[src/rtl/prng_pkg.sv]
// Shared definitions for the PRNG scheduler.
//   - Default LCG multiplier, increment and reset seed.
//   - Output permutation constants: xorshift amount and rotate-amount field.
//   - Sequencer state enum.
//   - lcg_step(): one LCG step, modulo 2^32.
package prng_pkg;

    localparam logic [31:0] MULT_DEFAULT = 32'h0019660D;
    localparam logic [31:0] INC_DEFAULT  = 32'h3C6EF35F;
    localparam logic [31:0] SEED_INIT    = 32'h00000001;

    // perm(s): x = s ^ (s >> PERM_SHIFT), then rotate x right by s[ROT_HI:ROT_LO]
    localparam int PERM_SHIFT = 6;
    localparam int ROT_HI     = 31;
    localparam int ROT_LO     = 27;

    typedef enum logic [1:0] {
        IDLE = 2'd0,
        GEN  = 2'd1,
        DONE = 2'd2,
        WARM = 2'd3
    } state_e;

    // The 32-bit result context keeps only the low word of the product.
    function automatic logic [31:0] lcg_step(input logic [31:0] s,
                                             input logic [31:0] mult,
                                             input logic [31:0] inc);
        return s * mult + inc;
    endfunction

endpackage

[src/rtl/prng_permute.sv]
// Combinational output permutation for the LCG state.
// Ports:
//   s  in  32  LCG state
//   p  out 32  permuted word: (s ^ (s >> 6)) rotated right by s[31:27]
module prng_permute
    import prng_pkg::*;
(
    input  logic [31:0] s,
    output logic [31:0] p
);

    logic [31:0] x;
    logic [4:0]  r;

    assign x = s ^ (s >> PERM_SHIFT);
    assign r = s[ROT_HI:ROT_LO];

    // Rotating via a doubled copy avoids ever shifting a 32-bit value by 32
    // when r == 0; the low word of {x,x} >> r is exactly rotr(x, r).
    assign p = 32'({x, x} >> r);

endmodule

[src/rtl/prng_sched.sv]
// PRNG scheduler: owns the LCG state, runs warm-up after reset and reseed,
// and hands out one permuted word per grant to NUM_REQ round-robin requesters.
// Ports:
//   clk         in   system clock, rising edge
//   rst         in   asynchronous active-low reset
//   seed_valid  in   reseed request
//   seed_data   in   new LCG state
//   seed_ready  out  high in IDLE only; seed taken when seed_valid && seed_ready
//   req         in   per-requester level request, held until its grant
//   gnt         out  one-hot grant pulse, one cycle
//   rnd_valid   out  rnd_data / rnd_id valid, coincident with gnt
//   rnd_data    out  permuted word (holds last value)
//   rnd_id      out  granted requester index (holds last value)
//   busy        out  high whenever not in IDLE
module prng_sched
    import prng_pkg::*;
#(
    parameter int          NUM_REQ      = 4,
    parameter logic [31:0] MULT         = MULT_DEFAULT,
    parameter logic [31:0] INC          = INC_DEFAULT,
    parameter logic [31:0] SEED_DEFAULT = SEED_INIT,
    parameter int          WARMUP       = 4,
    localparam int         ID_W         = (NUM_REQ > 1) ? $clog2(NUM_REQ) : 1
) (
    input  logic               clk,
    input  logic               rst,
    input  logic               seed_valid,
    input  logic [31:0]        seed_data,
    output logic               seed_ready,
    input  logic [NUM_REQ-1:0] req,
    output logic [NUM_REQ-1:0] gnt,
    output logic               rnd_valid,
    output logic [31:0]        rnd_data,
    output logic [ID_W-1:0]    rnd_id,
    output logic               busy
);

    state_e             state_q, state_d;
    logic [31:0]        lcg_q, lcg_d;
    logic [7:0]         warm_cnt_q, warm_cnt_d;
    logic [ID_W-1:0]    rr_ptr_q, rr_ptr_d;
    logic [ID_W-1:0]    win_id_q, win_id_d;
    logic [NUM_REQ-1:0] gnt_q, gnt_d;
    logic               rnd_valid_q, rnd_valid_d;
    logic [31:0]        rnd_data_q, rnd_data_d;
    logic [ID_W-1:0]    rnd_id_q, rnd_id_d;

    logic [31:0]        perm_out;
    logic [ID_W-1:0]    pick_id;
    logic               pick_found;
    logic [ID_W:0]      pick_idx;

    prng_permute u_permute (
        .s (lcg_q),
        .p (perm_out)
    );

    // Round-robin picker: first set request at or above rr_ptr, wrapping.
    always_comb begin
        pick_id    = rr_ptr_q;
        pick_found = 1'b0;
        pick_idx   = '0;
        for (int k = 0; k < NUM_REQ; k++) begin
            pick_idx = {1'b0, rr_ptr_q} + (ID_W + 1)'(k);
            if (pick_idx >= (ID_W + 1)'(NUM_REQ)) begin
                pick_idx = pick_idx - (ID_W + 1)'(NUM_REQ);
            end
            if (!pick_found && req[pick_idx[ID_W-1:0]]) begin
                pick_found = 1'b1;
                pick_id    = pick_idx[ID_W-1:0];
            end
        end
    end

    always_comb begin
        state_d     = state_q;
        lcg_d       = lcg_q;
        warm_cnt_d  = warm_cnt_q;
        rr_ptr_d    = rr_ptr_q;
        win_id_d    = win_id_q;
        gnt_d       = '0;
        rnd_valid_d = 1'b0;
        rnd_data_d  = rnd_data_q;
        rnd_id_d    = rnd_id_q;

        case (state_q)
            IDLE: begin
                // A reseed takes priority over any pending request.
                if (seed_valid) begin
                    lcg_d      = seed_data;
                    warm_cnt_d = 8'(WARMUP);
                    state_d    = (WARMUP == 0) ? IDLE : WARM;
                end else if (pick_found) begin
                    win_id_d = pick_id;
                    state_d  = GEN;
                end
            end
            GEN: begin
                // Output registers are loaded here so the grant pulse and the
                // word appear together, straight from flops, during DONE.
                gnt_d[win_id_q] = 1'b1;
                rnd_valid_d     = 1'b1;
                rnd_data_d      = perm_out;
                rnd_id_d        = win_id_q;
                lcg_d           = lcg_step(lcg_q, MULT, INC);
                state_d         = DONE;
            end
            DONE: begin
                if (win_id_q == ID_W'(NUM_REQ - 1)) begin
                    rr_ptr_d = '0;
                end else begin
                    rr_ptr_d = win_id_q + ID_W'(1);
                end
                state_d = IDLE;
            end
            WARM: begin
                lcg_d      = lcg_step(lcg_q, MULT, INC);
                warm_cnt_d = warm_cnt_q - 8'd1;
                if (warm_cnt_q == 8'd1) begin
                    state_d = IDLE;
                end
            end
            default: state_d = IDLE;
        endcase
    end

    always_ff @(posedge clk or negedge rst) begin
        if (!rst) begin
            if (WARMUP == 0) begin
                state_q <= IDLE;
            end else begin
                state_q <= WARM;
            end
            lcg_q       <= SEED_DEFAULT;
            warm_cnt_q  <= 8'(WARMUP);
            rr_ptr_q    <= '0;
            win_id_q    <= '0;
            gnt_q       <= '0;
            rnd_valid_q <= 1'b0;
            rnd_data_q  <= '0;
            rnd_id_q    <= '0;
        end else begin
            state_q     <= state_d;
            lcg_q       <= lcg_d;
            warm_cnt_q  <= warm_cnt_d;
            rr_ptr_q    <= rr_ptr_d;
            win_id_q    <= win_id_d;
            gnt_q       <= gnt_d;
            rnd_valid_q <= rnd_valid_d;
            rnd_data_q  <= rnd_data_d;
            rnd_id_q    <= rnd_id_d;
        end
    end

    assign gnt        = gnt_q;
    assign rnd_valid  = rnd_valid_q;
    assign rnd_data   = rnd_data_q;
    assign rnd_id     = rnd_id_q;
    assign seed_ready = (state_q == IDLE);
    assign busy       = (state_q != IDLE);

    // A requester that drops its request after winning arbitration still gets
    // the word, but that is a protocol violation worth flagging.
    a_req_held_after_win: assert property (
        @(posedge clk) disable iff (!rst) (state_q == GEN) |-> req[win_id_q]
    );

endmodule

[config.mk]
export PLATFORM = sky130hd
export DESIGN_NAME = prng_sched
export DESIGN_NICKNAME = d
export VERILOG_FILES = /design/src/rtl/prng_pkg.sv /design/src/rtl/prng_permute.sv /design/src/rtl/prng_sched.sv
export SDC_FILE = /design/constraint.sdc
export NUM_CORES = 1
export LEC_CHECK = 0
export BUFFER_PORTS_ARGS = -buffer_cell sky130_fd_sc_hd__buf_2
export CELL_PAD_IN_SITES_DETAIL_PLACEMENT = 1
export CELL_PAD_IN_SITES_GLOBAL_PLACEMENT = 1
export CORE_AREA = 4 4 161 163
export CTS_BUF_LIST = sky130_fd_sc_hd__clkbuf_4 sky130_fd_sc_hd__clkbuf_8
export CTS_CLUSTER_SIZE = 40
export DETAILED_ROUTE_END_ITERATION = 10
export DIE_AREA = 0 0 165 167
export PLACE_DENSITY_LB_ADDON = 0.1
export SKIP_LAST_GASP = 1
export SYNTH_ARGS = -nofsm -noshare
export SYNTH_HDL_FRONTEND = slang
export SYNTH_SLANG_ARGS = --single-unit
[constraint.sdc]
create_clock -name clk -period 17.4 [get_ports clk]
set_input_delay 3.48 -clock clk [delete_from_list [all_inputs] [get_ports clk]]
set_output_delay 3.48 -clock clk [all_outputs]
set_load 0.005 [all_outputs]
# == Yosys cells after proc, flatten, opt, wreduce, memory -nomap -nowiden ==
# Index checks and enable logic that the tools add are counted.
# word_totals
reg_bits,85
output_inout_bits,41
word_cells,90
# op_classes
addsub,10
mul,1
order_cmp,10
n_eq_ne,8
n_shift,1
mux,33
bitwise_logic,2
reduce_logical,16
# ops
operator,count
$pmux W32 S2,1
$shr A64 B5 Y32,1
$add A32 B30 Y32 const B,1
$mul A32 B21 Y32 const B,1
$mux W32,1
$xor A32 B26 Y32,1
$mux W2,12
$pmux W8 S2,1
$lt A2 B3 Y1 const B,5
$mux W1,10
$ge A3 B3 Y1 const B,3
$bmux W1 S2,4
$eq A8 B1 Y1 const B,1
$mux W8,1
$pmux W2 S4,1
$sub A2 B1 Y2 const B,4
$sub A8 B1 Y8 const B,1
$add A2 B2 Y3 const B,2
$eq A2 B2 Y1 const B,3
$reduce_and A2 Y1,3
$reduce_bool A2 Y1,3
$logic_and A1 B1 Y1,4
$mux W4,1
$ne A2 B2 Y1 const B,2
other kinds (12),14

# == Longest topological paths before layout ==
# depth
depth_word,17
mapped_depth,23

# == Modules after synthesis ==
# Synthesis repeated with hierarchy kept, for this count alone.
# hier_totals
cells_unflattened,1385
hier_area_um2,13107.6
# modules_own_cells
module,n_inst,cells_each,area_per_inst_um2,seq_area_each_um2
prng_sched,1,1072,10645.2,2132.0
prng_permute,1,313,2462.4,0.0

# == Worst setup path after synthesis ==
# OpenSTA, ideal clock, no wires.
# synth_path
kind,reg2reg
startpoint,reg lcg_q[1]
endpoint,reg lcg_q[30]
setup_ns,0.126
arrival_time_ns,5.825
t_required_ns,17.274
setup_slack_ns,11.449
path_stages_with_launch,21
path_buffers,0
synth_period_minus_slack_ns,5.951
cell_sequence,dfrtp_1 inv_1 ha_1 xnor2_1 ha_1 fa_1 inv_1 fa_1 inv_1 fa_1 fa_1 inv_1 fa_1 inv_1 ha_1 nand2_1 a2111oi_0 a211oi_1 o21ai_1 o21ai_1 o311a_1
# synth_via
elab_chain_len,3
# synth_lines
element,line_no,text
start: declaration,prng_sched.sv:39,"logic [31:0] lcg_q, lcg_d;"
start signal: assignment,prng_sched.sv:144,lcg_q <= lcg_d;
$mul A32 B21 Y32,prng_pkg.sv:28,return s * mult + inc;
$add A32 B30 Y32,prng_pkg.sv:28,
$pmux W32 S2,prng_sched.sv:86,case (state_q)
# No other way between the ends.
# A chain may end at the register's enable or synchronous reset.

# == Final worst setup path ==
# Same ends and word-level chain as after synthesis.

==> flow_summary.ini <==
[clock_tree]
clkTransAtPathRegs_ns = 0.13
cts_setup_buffers = 0
cts.sinks = 85
insertion_delay_ns = 0.41
cts_tree = yes
cts-buffers-inserted = 9
cts_root_buf = clkbuf_8
ctsHtreeMaxLevel = 3
clockBufferDepth = 2
postCtsResizedCells = 0
postCtsHoldBufs = 0

[logic_synthesis]
ys_ff_latch = 85
netlist_instances = 1372
synth.distinct_cells = 68
ys.flop_type = dfrtp_1
yosys_warnings = 0
ys_seq_area_share_pct = 16.9
synth_fp_nets = 1715
post_synth.cell_area_avg_um2 = 9.19
synthArstFlopShare_pct = 100
syn_area_um2 = 12600
synth_edf_count = 0

[placement]
io_buffers = 79
dp.cells = 1737
dpl.hpwl_um = 30900
place_congestion = 0.917

[drt]
drc = 0
drt-vias-per-instance = 5.58
first_pass_iters = 5
drt_iter0_markers = 524
wl_um = 37800
route.vias.total = 9774
wl_per_cell_um = 21.6
ant_nets = 0

[sta]
grt_setup_unrepaired = false
min_period_ns = 6.66
fin_crit_sh_pct = 38.3
fin_skew_ns = 0.0289
slew_viol_final = 0
finalHoldViolCount = 0
relSlewSlack_pct = 34.0
clock.fmax_mhz = 150
finalSetupTns_ns = 0
whs_ns = 0.484
worstMarginPinSlew_ns = 0.989
finalSetupViolations = 0

[worst_setup_path]
worstSetupStartpointType = flop
worstSetupStartpoint = lcg_q[1]
required_ns = 17.76
reg2reg_from = lcg_q[1]
end_kind = flop
cp_data_arrival_time_ns = 7.02
critPathMaxFanout = 11
crit_type = flop to flop

[finish]
syn_to_final_growth_pct = 6.71
finalNonFillerCells = 1753
nNetsFinal = 1767
diodes = 0
drive_gt1_share_pct = 11.3

[min_path]
hold_start = rnd_data[5]
min_path_type = flop to flop

[job]
drv_cap = 0

[global_route]
grt_max_degree = 60
grt_pass1_vias = 10700
gr-total-overflow = 0
antenna_found_initial = 1
grt_pass1_wl_um = 60000
track_usage_pct = 28.3

[floorplan]
dieHeight_um = 167
core_um2 = 24300
io_pins = 80
initial_core_util_pct = 51.9
die_area_um2 = 27600
num_rows = 57
die_w_um = 165

[outcome]
status = finished, final reports clean
[state kept, by name, indices dropped and copies added (netlist names)]
signal,count
gnt,4
lcg_q,32
rnd_data,32
rnd_id,2
rnd_valid,1
rr_ptr_q,2
state_q,2
warm_cnt_q,8
win_id_q,2
[final timing paths]
| kind | to | slack [ns] | depth (start not counted) |
|---|---|---|---|
| max | lcg_q[30] | 10.74 | 22 |
| min | rnd_data[5] | 0.48 | 2 |
| max reg2reg | lcg_q[30] | 10.74 | 22 |
| min reg2reg | rnd_data[5] | 0.48 | 2 |
| max in group asynchronous | win_id_q[1] | 13.20 | 2 |
| min in group asynchronous | lcg_q[31] | 3.03 | 1 |
[synth_stat cells (5+ instances only)]
cell / n / area, um^2
nand2_1: 131 / 492
nand3_1: 11 / 55.1
a211oi_1: 13 / 97.6
o31ai_1: 5 / 37.5
and2_1: 6 / 37.5
nor2b_1: 7 / 43.8
fa_1: 137 / 2740
xnor2_1: 49 / 429
nor3_1: 6 / 30.0
inv_1: 286 / 1070
buf_4: 5 / 37.5
a21o_1: 9 / 67.6
clkbuf_1: 23 / 86.3
and3_1: 6 / 37.5
a31oi_1: 10 / 62.6
mux2_2: 11 / 124
o21ai_0: 74 / 370
buf_2: 14 / 70.1
or2_2: 5 / 31.3
mux2i_1: 48 / 480
nor2_1: 67 / 251
ha_1: 167 / 2090
o21a_1: 7 / 52.6
nand2b_1: 7 / 43.8
a21oi_1: 64 / 320
a22oi_1: 6 / 45.0
dfrtp_1: 81 / 2030
mux4_2: 23 / 518
o21ai_1: 10 / 50.1
xor2_1: 15 / 131
[worst max-delay path, stage by stage, from the launching register on]
cell and delay, ns:
dfrtp_1 0.62, inv_1 0.24, ha_1 0.38, xnor2_1 0.16
ha_1 0.20, a21o_1 0.18, fa_1 0.43, fa_1 0.52
inv_1 0.06, fa_1 0.53, inv_1 0.07, fa_1 0.54
inv_1 0.06, fa_1 0.53, inv_1 0.04, ha_1 0.37
nand2_1 0.13, a2111oi_0 0.60, a211oi_1 0.16, o21ai_1 0.16
o21ai_1 0.17, o2111ai_1 0.25, o311a_1 0.20
[cell usage in the layout (no fill, tap or decap), types with 11 or more instances in the layout]
cell type  count
a211oi_1      13
mux2i_1       48
dfrtp_1       81
ha_1         167
xnor2_1       49
nand3_1       11
mux2_2        11
xor2_1        15
nor2_1        67
nand2_1      131
fa_1         137
o21ai_0       74
mux4_2        23
inv_1        286
buf_2         78
a21oi_1       64
[per-layer routing]
metal / track usage, % / up-vias / part of all wire (%)
li1: - / 4563 / -
met1: 36.7 / 4918 / 43
met2: 47.9 / 226 / 50
met3: 5.17 / 65 / 4.5
met4: 9.01 / 2 / 3.4
met5: 0 / - / 0.037
[kinds of logic (layout without fill, tap and decap cells)]
| kind of cell | after synthesis | after routing | synth area share (%) |
|---|---|---|---|
| xor+xnor | 64 | 64 | 4.44 |
| flops | 85 | 85 | 16.9 |
| mux | 85 | 85 | 9.43 |
| simple gates | 261 | 261 | 8.99 |
| buf+inv | 337 | 394 | 10.4 |
| fa+ha+maj | 304 | 304 | 38.3 |
| compound gates | 236 | 236 | 11.5 |
[stage by stage]
step | utilization (%) | worst slack, ns | cell area (um^2)
6_report | 55.3 | 10.74 | 13500
5_1_grt | 55.3 | 10.41 | 13500
4_1_cts | 55.3 | 10.80 | 13500
3_5_place_dp | 54.6 | 10.75 | 13300
3_3_place_gp | 54.6 | 11.08 | 13300
2_1_floorplan | - | 11.45 | 12600
[area by class of cell]
type	instances	area, um^2
timing repair buffer	88	465
inverter	290	1090
clock buffer	9	124
sequential	85	2130
clock inverter	7	67.6
multi-input combinational	950	9170
fill	2869	10900
tap	324	405
Power is left out: the tool's default activity adds up to more than one toggle a clock period on the data nets, which glitch-free logic cannot reach.
